===== src/rtl/regfile_access_arbiter_pkg.sv =====
// Shared types for the register-file access arbiter: host op codes, FSM states
// and the response payload carried through the holding register.
package regfile_access_arbiter_pkg;

    // Response fields are sized for the widest supported configuration; the
    // top zero-extends into them and slices back out to its own widths.
    localparam int unsigned RSP_DATA_MAX = 64;
    localparam int unsigned RSP_ADDR_MAX = 16;

    typedef enum logic [1:0] {
        OP_READ  = 2'b00,
        OP_WRITE = 2'b01,
        OP_DUMP  = 2'b10,
        OP_RSVD  = 2'b11
    } op_e;

    typedef enum logic [3:0] {
        ST_PROC,
        ST_DRAIN,
        ST_HOST_IDLE,
        ST_RD_ADDR,
        ST_RD_CAP,
        ST_WR,
        ST_DUMP_ADDR,
        ST_DUMP_CAP,
        ST_RSP,
        ST_RELEASE
    } state_e;

    typedef struct packed {
        logic [RSP_DATA_MAX-1:0] data;
        logic [RSP_ADDR_MAX-1:0] addr;
        logic                    last;
        logic                    err;
    } rsp_t;

endpackage


===== src/rtl/regfile_access_arbiter_rsp_holding_reg.sv =====
// Single-entry valid/ready holding register for host responses; payload stays
// stable from load until the handshake.
module rsp_holding_reg
    import regfile_access_arbiter_pkg::*;
(
    input  logic clock,
    input  logic reset,
    input  logic load,
    input  rsp_t load_data,
    input  logic out_ready,
    output logic out_valid,
    output rsp_t out_data
);

    logic valid_q, valid_d;
    rsp_t data_q, data_d;

    always_comb begin
        valid_d = valid_q;
        data_d  = data_q;
        if (load) begin
            valid_d = 1'b1;
            data_d  = load_data;
        end else if (valid_q && out_ready) begin
            valid_d = 1'b0;
        end
    end

    always_ff @(posedge clock or negedge reset) begin
        if (!reset) begin
            valid_q <= 1'b0;
            data_q  <= '0;
        end else begin
            valid_q <= valid_d;
            data_q  <= data_d;
        end
    end

    assign out_valid = valid_q;
    assign out_data  = data_q;

endmodule


===== src/rtl/regfile_access_arbiter.sv =====
// Arbitrates the register-file ports between processor and test host, stalling
// the processor while the host runs read/write/dump commands.
module regfile_access_arbiter
    import regfile_access_arbiter_pkg::*;
#(
    parameter int unsigned DATA_WIDTH = 32,
    parameter int unsigned ADDR_WIDTH = 5,
    parameter int unsigned DUMP_FIRST = 0
) (
    input  logic                  clock,
    input  logic                  reset,
    input  logic                  test_mode,
    input  logic                  p_we,
    input  logic [ADDR_WIDTH-1:0] p_wreg,
    input  logic [ADDR_WIDTH-1:0] p_rrA,
    input  logic [ADDR_WIDTH-1:0] p_rrB,
    input  logic [DATA_WIDTH-1:0] p_wdata,
    output logic                  proc_stall,
    output logic                  host_owns,
    input  logic                  h_cmd_valid,
    output logic                  h_cmd_ready,
    input  logic [1:0]            h_cmd_op,
    input  logic [ADDR_WIDTH-1:0] h_addr,
    input  logic [DATA_WIDTH-1:0] h_wdata,
    output logic                  h_rsp_valid,
    input  logic                  h_rsp_ready,
    output logic [DATA_WIDTH-1:0] h_rsp_data,
    output logic [ADDR_WIDTH-1:0] h_rsp_addr,
    output logic                  h_rsp_last,
    output logic                  h_rsp_err,
    output logic                  r_we,
    output logic [ADDR_WIDTH-1:0] r_wreg,
    output logic [ADDR_WIDTH-1:0] r_rrA,
    output logic [ADDR_WIDTH-1:0] r_rrB,
    output logic [DATA_WIDTH-1:0] r_wdata,
    input  logic [DATA_WIDTH-1:0] r_rdataA
);

    localparam int unsigned NUM_REGS = 1 << ADDR_WIDTH;
    localparam logic [ADDR_WIDTH-1:0] LAST_IDX  = ADDR_WIDTH'(NUM_REGS - 1);
    localparam logic [ADDR_WIDTH-1:0] FIRST_IDX = ADDR_WIDTH'(DUMP_FIRST);

    state_e                state_q, state_d;
    logic [ADDR_WIDTH-1:0] idx_q, idx_d;
    logic [DATA_WIDTH-1:0] wdata_q, wdata_d;
    logic                  dump_q, dump_d;
    logic                  rsp_load;
    rsp_t                  rsp_in;
    rsp_t                  rsp_out;
    logic                  rsp_valid;
    logic                  unused_rsp_bits;

    // Next state, command capture and response loading.
    always_comb begin
        state_d  = state_q;
        idx_d    = idx_q;
        wdata_d  = wdata_q;
        dump_d   = dump_q;
        rsp_load = 1'b0;
        rsp_in   = '0;
        case (state_q)
            ST_PROC:      if (test_mode) state_d = ST_DRAIN;
            ST_DRAIN:     state_d = ST_HOST_IDLE;
            ST_HOST_IDLE: begin
                if (h_cmd_valid) begin
                    idx_d   = h_addr;
                    wdata_d = h_wdata;
                    dump_d  = 1'b0;
                    case (op_e'(h_cmd_op))
                        OP_READ:  state_d = ST_RD_ADDR;
                        OP_WRITE: state_d = ST_WR;
                        OP_DUMP: begin
                            idx_d   = FIRST_IDX;
                            dump_d  = 1'b1;
                            state_d = ST_DUMP_ADDR;
                        end
                        default: begin
                            rsp_load    = 1'b1;
                            rsp_in.addr = RSP_ADDR_MAX'(h_addr);
                            rsp_in.last = 1'b1;
                            rsp_in.err  = 1'b1;
                            state_d     = ST_RSP;
                        end
                    endcase
                end else if (!test_mode) begin
                    state_d = ST_RELEASE;
                end
            end
            ST_RD_ADDR:   state_d = ST_RD_CAP;
            ST_RD_CAP: begin
                rsp_load    = 1'b1;
                rsp_in.data = RSP_DATA_MAX'(r_rdataA);
                rsp_in.addr = RSP_ADDR_MAX'(idx_q);
                rsp_in.last = 1'b1;
                state_d     = ST_RSP;
            end
            ST_WR: begin
                rsp_load    = 1'b1;
                rsp_in.data = RSP_DATA_MAX'(wdata_q);
                rsp_in.addr = RSP_ADDR_MAX'(idx_q);
                rsp_in.last = 1'b1;
                state_d     = ST_RSP;
            end
            ST_DUMP_ADDR: state_d = ST_DUMP_CAP;
            ST_DUMP_CAP: begin
                rsp_load    = 1'b1;
                rsp_in.data = RSP_DATA_MAX'(r_rdataA);
                rsp_in.addr = RSP_ADDR_MAX'(idx_q);
                rsp_in.last = (idx_q == LAST_IDX);
                state_d     = ST_RSP;
            end
            ST_RSP: begin
                if (rsp_valid && h_rsp_ready) begin
                    if (dump_q && (idx_q != LAST_IDX)) begin
                        idx_d   = idx_q + ADDR_WIDTH'(1);
                        state_d = ST_DUMP_ADDR;
                    end else begin
                        dump_d  = 1'b0;
                        state_d = ST_HOST_IDLE;
                    end
                end
            end
            ST_RELEASE:   state_d = ST_PROC;
            default:      state_d = ST_PROC;
        endcase
    end

    always_ff @(posedge clock or negedge reset) begin
        if (!reset) begin
            state_q <= ST_PROC;
            idx_q   <= '0;
            wdata_q <= '0;
            dump_q  <= 1'b0;
        end else begin
            state_q <= state_d;
            idx_q   <= idx_d;
            wdata_q <= wdata_d;
            dump_q  <= dump_d;
        end
    end

    rsp_holding_reg u_rsp (
        .clock     (clock),
        .reset     (reset),
        .load      (rsp_load),
        .load_data (rsp_in),
        .out_ready (h_rsp_ready),
        .out_valid (rsp_valid),
        .out_data  (rsp_out)
    );

    assign h_rsp_valid     = rsp_valid;
    assign h_rsp_data      = rsp_out.data[DATA_WIDTH-1:0];
    assign h_rsp_addr      = rsp_out.addr[ADDR_WIDTH-1:0];
    assign h_rsp_last      = rsp_out.last;
    assign h_rsp_err       = rsp_out.err;
    assign unused_rsp_bits = ^rsp_out;

    assign proc_stall  = (state_q != ST_PROC);
    assign host_owns   = !(state_q inside {ST_PROC, ST_DRAIN, ST_RELEASE});
    assign h_cmd_ready = (state_q == ST_HOST_IDLE);

    // Regfile port mux: processor passthrough in PROC, host-driven otherwise; forced to 0 in reset.
    always_comb begin
        r_we    = 1'b0;
        r_wreg  = '0;
        r_rrA   = '0;
        r_rrB   = '0;
        r_wdata = '0;
        if (reset) begin
            if (state_q == ST_PROC) begin
                r_we    = p_we;
                r_wreg  = p_wreg;
                r_rrA   = p_rrA;
                r_rrB   = p_rrB;
                r_wdata = p_wdata;
            end else begin
                r_we    = (state_q == ST_WR);
                r_wreg  = idx_q;
                r_rrA   = idx_q;
                r_wdata = wdata_q;
            end
        end
    end

endmodule

===== config.mk =====
export PLATFORM = sky130hd
export DESIGN_NAME = regfile_access_arbiter
export DESIGN_NICKNAME = d
export VERILOG_FILES = /design/src/rtl/regfile_access_arbiter_pkg.sv /design/src/rtl/regfile_access_arbiter_rsp_holding_reg.sv /design/src/rtl/regfile_access_arbiter.sv
export SDC_FILE = /design/constraint.sdc
export NUM_CORES = 1
export LEC_CHECK = 0
export CORE_UTILIZATION = 65
export CTS_CLUSTER_SIZE = 40
export DETAILED_ROUTE_END_ITERATION = 8
export DONT_BUFFER_PORTS = 1
export PLACE_DENSITY_LB_ADDON = 0.08
export SLEW_MARGIN = 20
export SYNTH_ARGS = -nofsm -noshare
export SYNTH_HDL_FRONTEND = slang
export SYNTH_SLANG_ARGS = --single-unit
export TNS_END_PERCENT = 50

===== constraint.sdc =====
create_clock -name clock -period 2.9 [get_ports clock]
set_input_delay 0.58 -clock clock [delete_from_list [all_inputs] [get_ports clock]]
set_output_delay 0.58 -clock clock [all_outputs]
set_load 0.01 [all_outputs]

Yosys cells after proc, flatten, opt, wreduce, memory -nomap -nowiden. Cells that the tools add are included.

Add/subtract/negate cells: 1. Equal/unequal tests: 19. Muxes and demuxes: 37. Reductions and logical operators: 17.

Operators with widths (count): $mux 32 (2); $pmux 32 s2 (1); $mux 5 (10); $pmux 4 s7 (1); $pmux 6 s3 (1); $eq 4x3->1 const B (4); $mux 4 (4); $mux 7 (2); $pmux 4 s3 (1); $mux 1 (11); $ne 2x2->1 const B (5); $pmux 5 s2 (1); $eq 4x2->1 const B (2); $eq 4x4->1 const B (2); $reduce_and 4->1 (2); $reduce_or 3->1 (2); $add 5x1->5 const B (1); $eq 5x5->1 const B (1); $ne 5x5->1 const B (1); $eq 4x1->1 const B (1); $logic_not 4->1 (1); $pmux 1 s2 (2); $reduce_bool 2->1 (2); $reduce_bool 4->1 (1); 11 further kinds (13).

Bits in registers: 82. Input bits: 124. Output and inout port bits: 91. Word-level logic and storage cells: 83.

Longest topological paths before layout.
Depth in word-level cells: 6. Gate-level depth with buffers: 7. Gate-level depth less buffers: 7.

Cells and area by module. From an unflattened synthesis, not the netlist that was laid out.

Cell total of the unflattened synthesis: 637. Area, all modules: 6612.6 µm².

By module, submodules not included: rsp_holding_reg (times used 1, cells each 176, area an instance 3365.7 µm², sequential area each 2077.0 µm²); regfile_access_arbiter (times used 1, cells each 461, area an instance 3246.9 µm², sequential area each 1051.0 µm²).

Least setup slack after synthesis. OpenSTA, ideal clock, no wires.

Path type: register to output. Start: register state_q[1]. End: output r_wdata[10]. Arrival: 1659 ps. Data required time: 2320 ps. Path slack: 661 ps. Cell stages (with the launch flop): 7. Path buffers: 3. Cells stage by stage: dfrtp_1 > buf_2 > nor4_4 > buf_2 > buf_2 > nand2_1 > a21boi_0.

Cells in the longest elaborated chain, start to end: 3.

RTL lines: start, declared (RTL line regfile_access_arbiter.sv:43) `state_e state_q, state_d;`; start signal, assigned (RTL line regfile_access_arbiter.sv:135) `state_q <= state_d;`; $logic_not 4->1 (RTL line regfile_access_arbiter.sv:171) `if (state_q == ST_PROC) begin`; $mux 32 (RTL line regfile_access_arbiter.sv:171); $mux 32 (RTL line regfile_access_arbiter.sv:170) `if (reset) begin`; end, declared (RTL line regfile_access_arbiter.sv:35) `output logic [DATA_WIDTH-1:0] r_wdata,`.

No other way between the ends.

Worst setup path in the final report.
Start: register state_q[2]. End: output r_wdata[15].

The elaborated chain is that of the path after synthesis.

==> results.sh <==
export IMPL_routed_wirelength_um=12470
export IMPL_timing_worst_setup_path_type="register to output pin"
export IMPL_placed_area_um2=4817
export IMPL_ff2ff_setup_slack_ps=670
export IMPL_grt_first_pass_wirelength_um=19620
export IMPL_synth_seq_area_share=0.4540
export IMPL_final_layout_size_suffix_gt1_frac=0.1458
export IMPL_timing_critical_path_max_delay_family="flip-flops"
export IMPL_globalRouteOverflowTotal=0
export IMPL_area_growth_syn_to_layout_pct=12.21
export IMPL_most_frequent_standard_cell_in_the_layout_excluding_fill_and_tap_cells="sky130_fd_sc_hd__nand2_1"
export IMPL_number_of_levels_in_the_clock_h_tree=3
export IMPL_synth_simple_area_share=0.2290
export IMPL_synth_net_count=646
export IMPL_clock_path_buffers=2
export IMPL_synthesis_area_um2=4519
export IMPL_num_vias=4016
export IMPL_grt_setup_unrepaired="false"
export IMPL_antenna_found_initial=0
export IMPL_finClkSkew_ps=6.663
export IMPL_critical_path_required_ps=2320
export IMPL_route_detailed_vias_per_inst=6.457
export IMPL_yosys_area_share_adder=0.01661
export IMPL_synthDistinctLibCells=45
export IMPL_die_height_um=85.39
export IMPL_timing_critical_path_buf_inv=3
export IMPL_leading_cell_types_in_the_layout_fill_and_taps_excluded="sky130_fd_sc_hd__nand2_1 (183), sky130_fd_sc_hd__dfrtp_1 (81), sky130_fd_sc_hd__buf_4 (49), sky130_fd_sc_hd__a21boi_0 (39)"
export IMPL_crit_chain="nor4_4 -> inv_1 -> buf_12 -> nand2_1 -> a21boi_0 -> buf_4"
export IMPL_grt_pass1_vias=3819
export IMPL_worst_setup_path_start_kind="register"
export IMPL_post_cts_setup_buffer_count=0
export IMPL_finalNetCount=667
export IMPL_post_synth_mux_area_share=0
export IMPL_outcome="finished, final reports clean"
export IMPL_leakagePower_uw=0.002399
export IMPL_core_area_um2=6756
export IMPL_timing_worst_slew_pin_value_ps=590.3
export IMPL_initialDrtViolationCount=288
export IMPL_ys_ff_latch=82
export IMPL_place_congestion=0.8765
export IMPL_post_route_min_period_ps=2739
export IMPL_setup_tns_final_ps=0
export IMPL_ios=215
export IMPL_tritoncts_num_buffers=9
export IMPL_final_setup_violation_count=0
export IMPL_worstPathArrival_ps=2160
export IMPL_post_synthesis_cell_count=516
export IMPL_fp_dieArea_um2=7291
export IMPL_groute_usage_overall=0.3482
export IMPL_num_rows=30
export IMPL_part_of_the_cycle_the_worst_path_needs=0.9444
export IMPL_start_util=0.6689
export IMPL_power_per_cell_area_nw_per_um2=1072
export IMPL_worst_setup_path_end_kind="output pin"
export IMPL_hpwlAfterDp_um=8542
export IMPL_final_hold_violation_count=0
export IMPL_fp_dieW_um=85.39
export IMPL_residual_antenna_violating_net_count_after_detailed_routing=0
export IMPL_critical_path_peak_fanout=29
export IMPL_placement_io_buffers=0
export IMPL_cpPeakStageDelay_ps=720
export IMPL_synth_compound_area_frac=0.2517
export IMPL_diode_count=0
export IMPL_detail_route_first_pass_iterations=5
export IMPL_synth_top_flop_cell="sky130_fd_sc_hd__dfrtp_1"
export IMPL_fmaxAchievable_mhz=365.1
export IMPL_clock_root_buffer="sky130_fd_sc_hd__clkbuf_8"
export IMPL_timing_max_slew_rel_slack=0.6065
export IMPL_insertion_delay_ps=350
export IMPL_wire_per_inst_um=20.05
export IMPL_grt_start_max_net_pins=83
export IMPL_ir_worst_vdd_mv=0.6221
export IMPL_crit_path_top_delay_cell="sky130_fd_sc_hd__dfrtp_1"
export IMPL_maxCapViolations=0
export IMPL_yosys_warnings=0
export IMPL_cts_tree="done"
export IMPL_layout_cell_area_non_filler_um2=5071
export IMPL_final_core_utilization=0.7506
export IMPL_synthesis_area_per_instance_um2=8.758
export IMPL_synth_async_sr_flop_share=1.000
export IMPL_min_delay_path_class="input port to asynchronous set/reset pin"
export IMPL_dominant_combinational_cell_family_by_area_after_synthesis="compound AO/OA/AOI/OAI gates"
export IMPL_synth_edff_count=0
export IMPL_detail_route_drc_violations=0
export IMPL_cts_clock_pin_slew_for_the_worst_setup_and_hold_paths_ps=90
export IMPL_drv_slew=0
export IMPL_yosys_area_share_xor_xnor=0
export IMPL_clkSinkCount=82
-- routing by layer --
metal,up-vias,GRT usage,share of wire
met5,-,0,0
met4,0,0.1106,0.016
met3,17,0.1041,0.091
met2,207,0.5455,0.48
met1,1948,0.4702,0.42
li1,1844,-,-
-- cell families after synthesis --
family	after synthesis
and+or+nand+nor	230
adders and majority gates	6
buffers and inverters	49
AOI/OAI and AO/OA	149
DFF	82
-- through the flow --
step	total power (uW)	hold slack (ps)	worst slack (ps)	instances
floorplan	3686	284.4	661.3	516
global placement	4379	286.3	656.3	605
detailed placement	4472	286.2	544.5	605
CTS	5440	128.8	168.7	622
global route	5814	130.8	17.02	622
finish	5436	118.5	161.3	622
-- state kept, by name, summed over array words and instances, names as in the netlist --
register and count:
wdata_q 32, u_rsp.out_valid 1, idx_q 5, dump_q 1
u_rsp.out_data 39, state_q 4
-- synth_stat cells (2+ instances only) --
| cell | n | area, um^2 |
|---|---|---|
| sky130_fd_sc_hd__buf_2 | 20 | 100.1 |
| sky130_fd_sc_hd__nand3_1 | 3 | 15.01 |
| sky130_fd_sc_hd__ha_1 | 6 | 75.07 |
| sky130_fd_sc_hd__a221o_1 | 5 | 50.05 |
| sky130_fd_sc_hd__clkbuf_1 | 19 | 71.32 |
| sky130_fd_sc_hd__nand2b_1 | 3 | 18.77 |
| sky130_fd_sc_hd__a21boi_0 | 39 | 292.8 |
| sky130_fd_sc_hd__o21ai_0 | 13 | 65.06 |
| sky130_fd_sc_hd__nor2b_1 | 4 | 25.02 |
| sky130_fd_sc_hd__nor2_1 | 6 | 22.52 |
| sky130_fd_sc_hd__and3_1 | 14 | 87.58 |
| sky130_fd_sc_hd__a22oi_1 | 33 | 247.7 |
| sky130_fd_sc_hd__a21oi_1 | 9 | 45.04 |
| sky130_fd_sc_hd__o31ai_1 | 4 | 30.03 |
| sky130_fd_sc_hd__a21boi_1 | 3 | 22.52 |
| sky130_fd_sc_hd__a21o_1 | 3 | 22.52 |
| sky130_fd_sc_hd__nand2_1 | 183 | 686.9 |
| sky130_fd_sc_hd__inv_1 | 8 | 30.03 |
| sky130_fd_sc_hd__dfrtp_1 | 82 | 2052 |
| sky130_fd_sc_hd__nor4b_4 | 2 | 47.55 |
| sky130_fd_sc_hd__o2bb2ai_1 | 33 | 289.0 |
-- worst reg2reg max path, stage by stage (launching register included) --
cell and delay (ps):
sky130_fd_sc_hd__dfrtp_1 690, sky130_fd_sc_hd__nor4b_4 590, sky130_fd_sc_hd__a32oi_2 280, sky130_fd_sc_hd__or2_4 310
sky130_fd_sc_hd__o31ai_1 260
-- area by class of cell --
| cell class | count | area, um^2 |
|---|---|---|
| clock buffer | 9 | 123.9 |
| clock inverter | 7 | 101.3 |
| fill | 483 | 1685 |
| inverter | 8 | 30.03 |
| multi-input combinational | 385 | 2247 |
| sequential | 82 | 2053 |
| tap | 80 | 100.1 |
| timing repair buffer | 51 | 415.4 |
-- report_power, final --
group	total [uW]	internal, uW	switching (uW)
combinational	2270	984	1290
sequential	2230	1620	616
clock	929	494	435
total	5440	3090	2340
-- timing repair --
item / in CTS / in global routing
endpoints found under the setup margin: 0 / 4
hold buffers: 1 / 0
resized for setup: 0 / 1
endpoints found under the hold margin: 82 / 0
-- final timing paths --
check,from,to,depth (start not counted)
max reg2reg,state_q[3],idx_q[0],4
min in group clock,h_wdata[19],wdata_q[19],2
max in group asynchronous,reset,state_q[0],1
min,reset,u_rsp.out_data[18],1
min reg2reg,wdata_q[19],wdata_q[19],2
max,state_q[2],r_wdata[15],6
No activity file was read; power rests on OpenSTA's default activity.
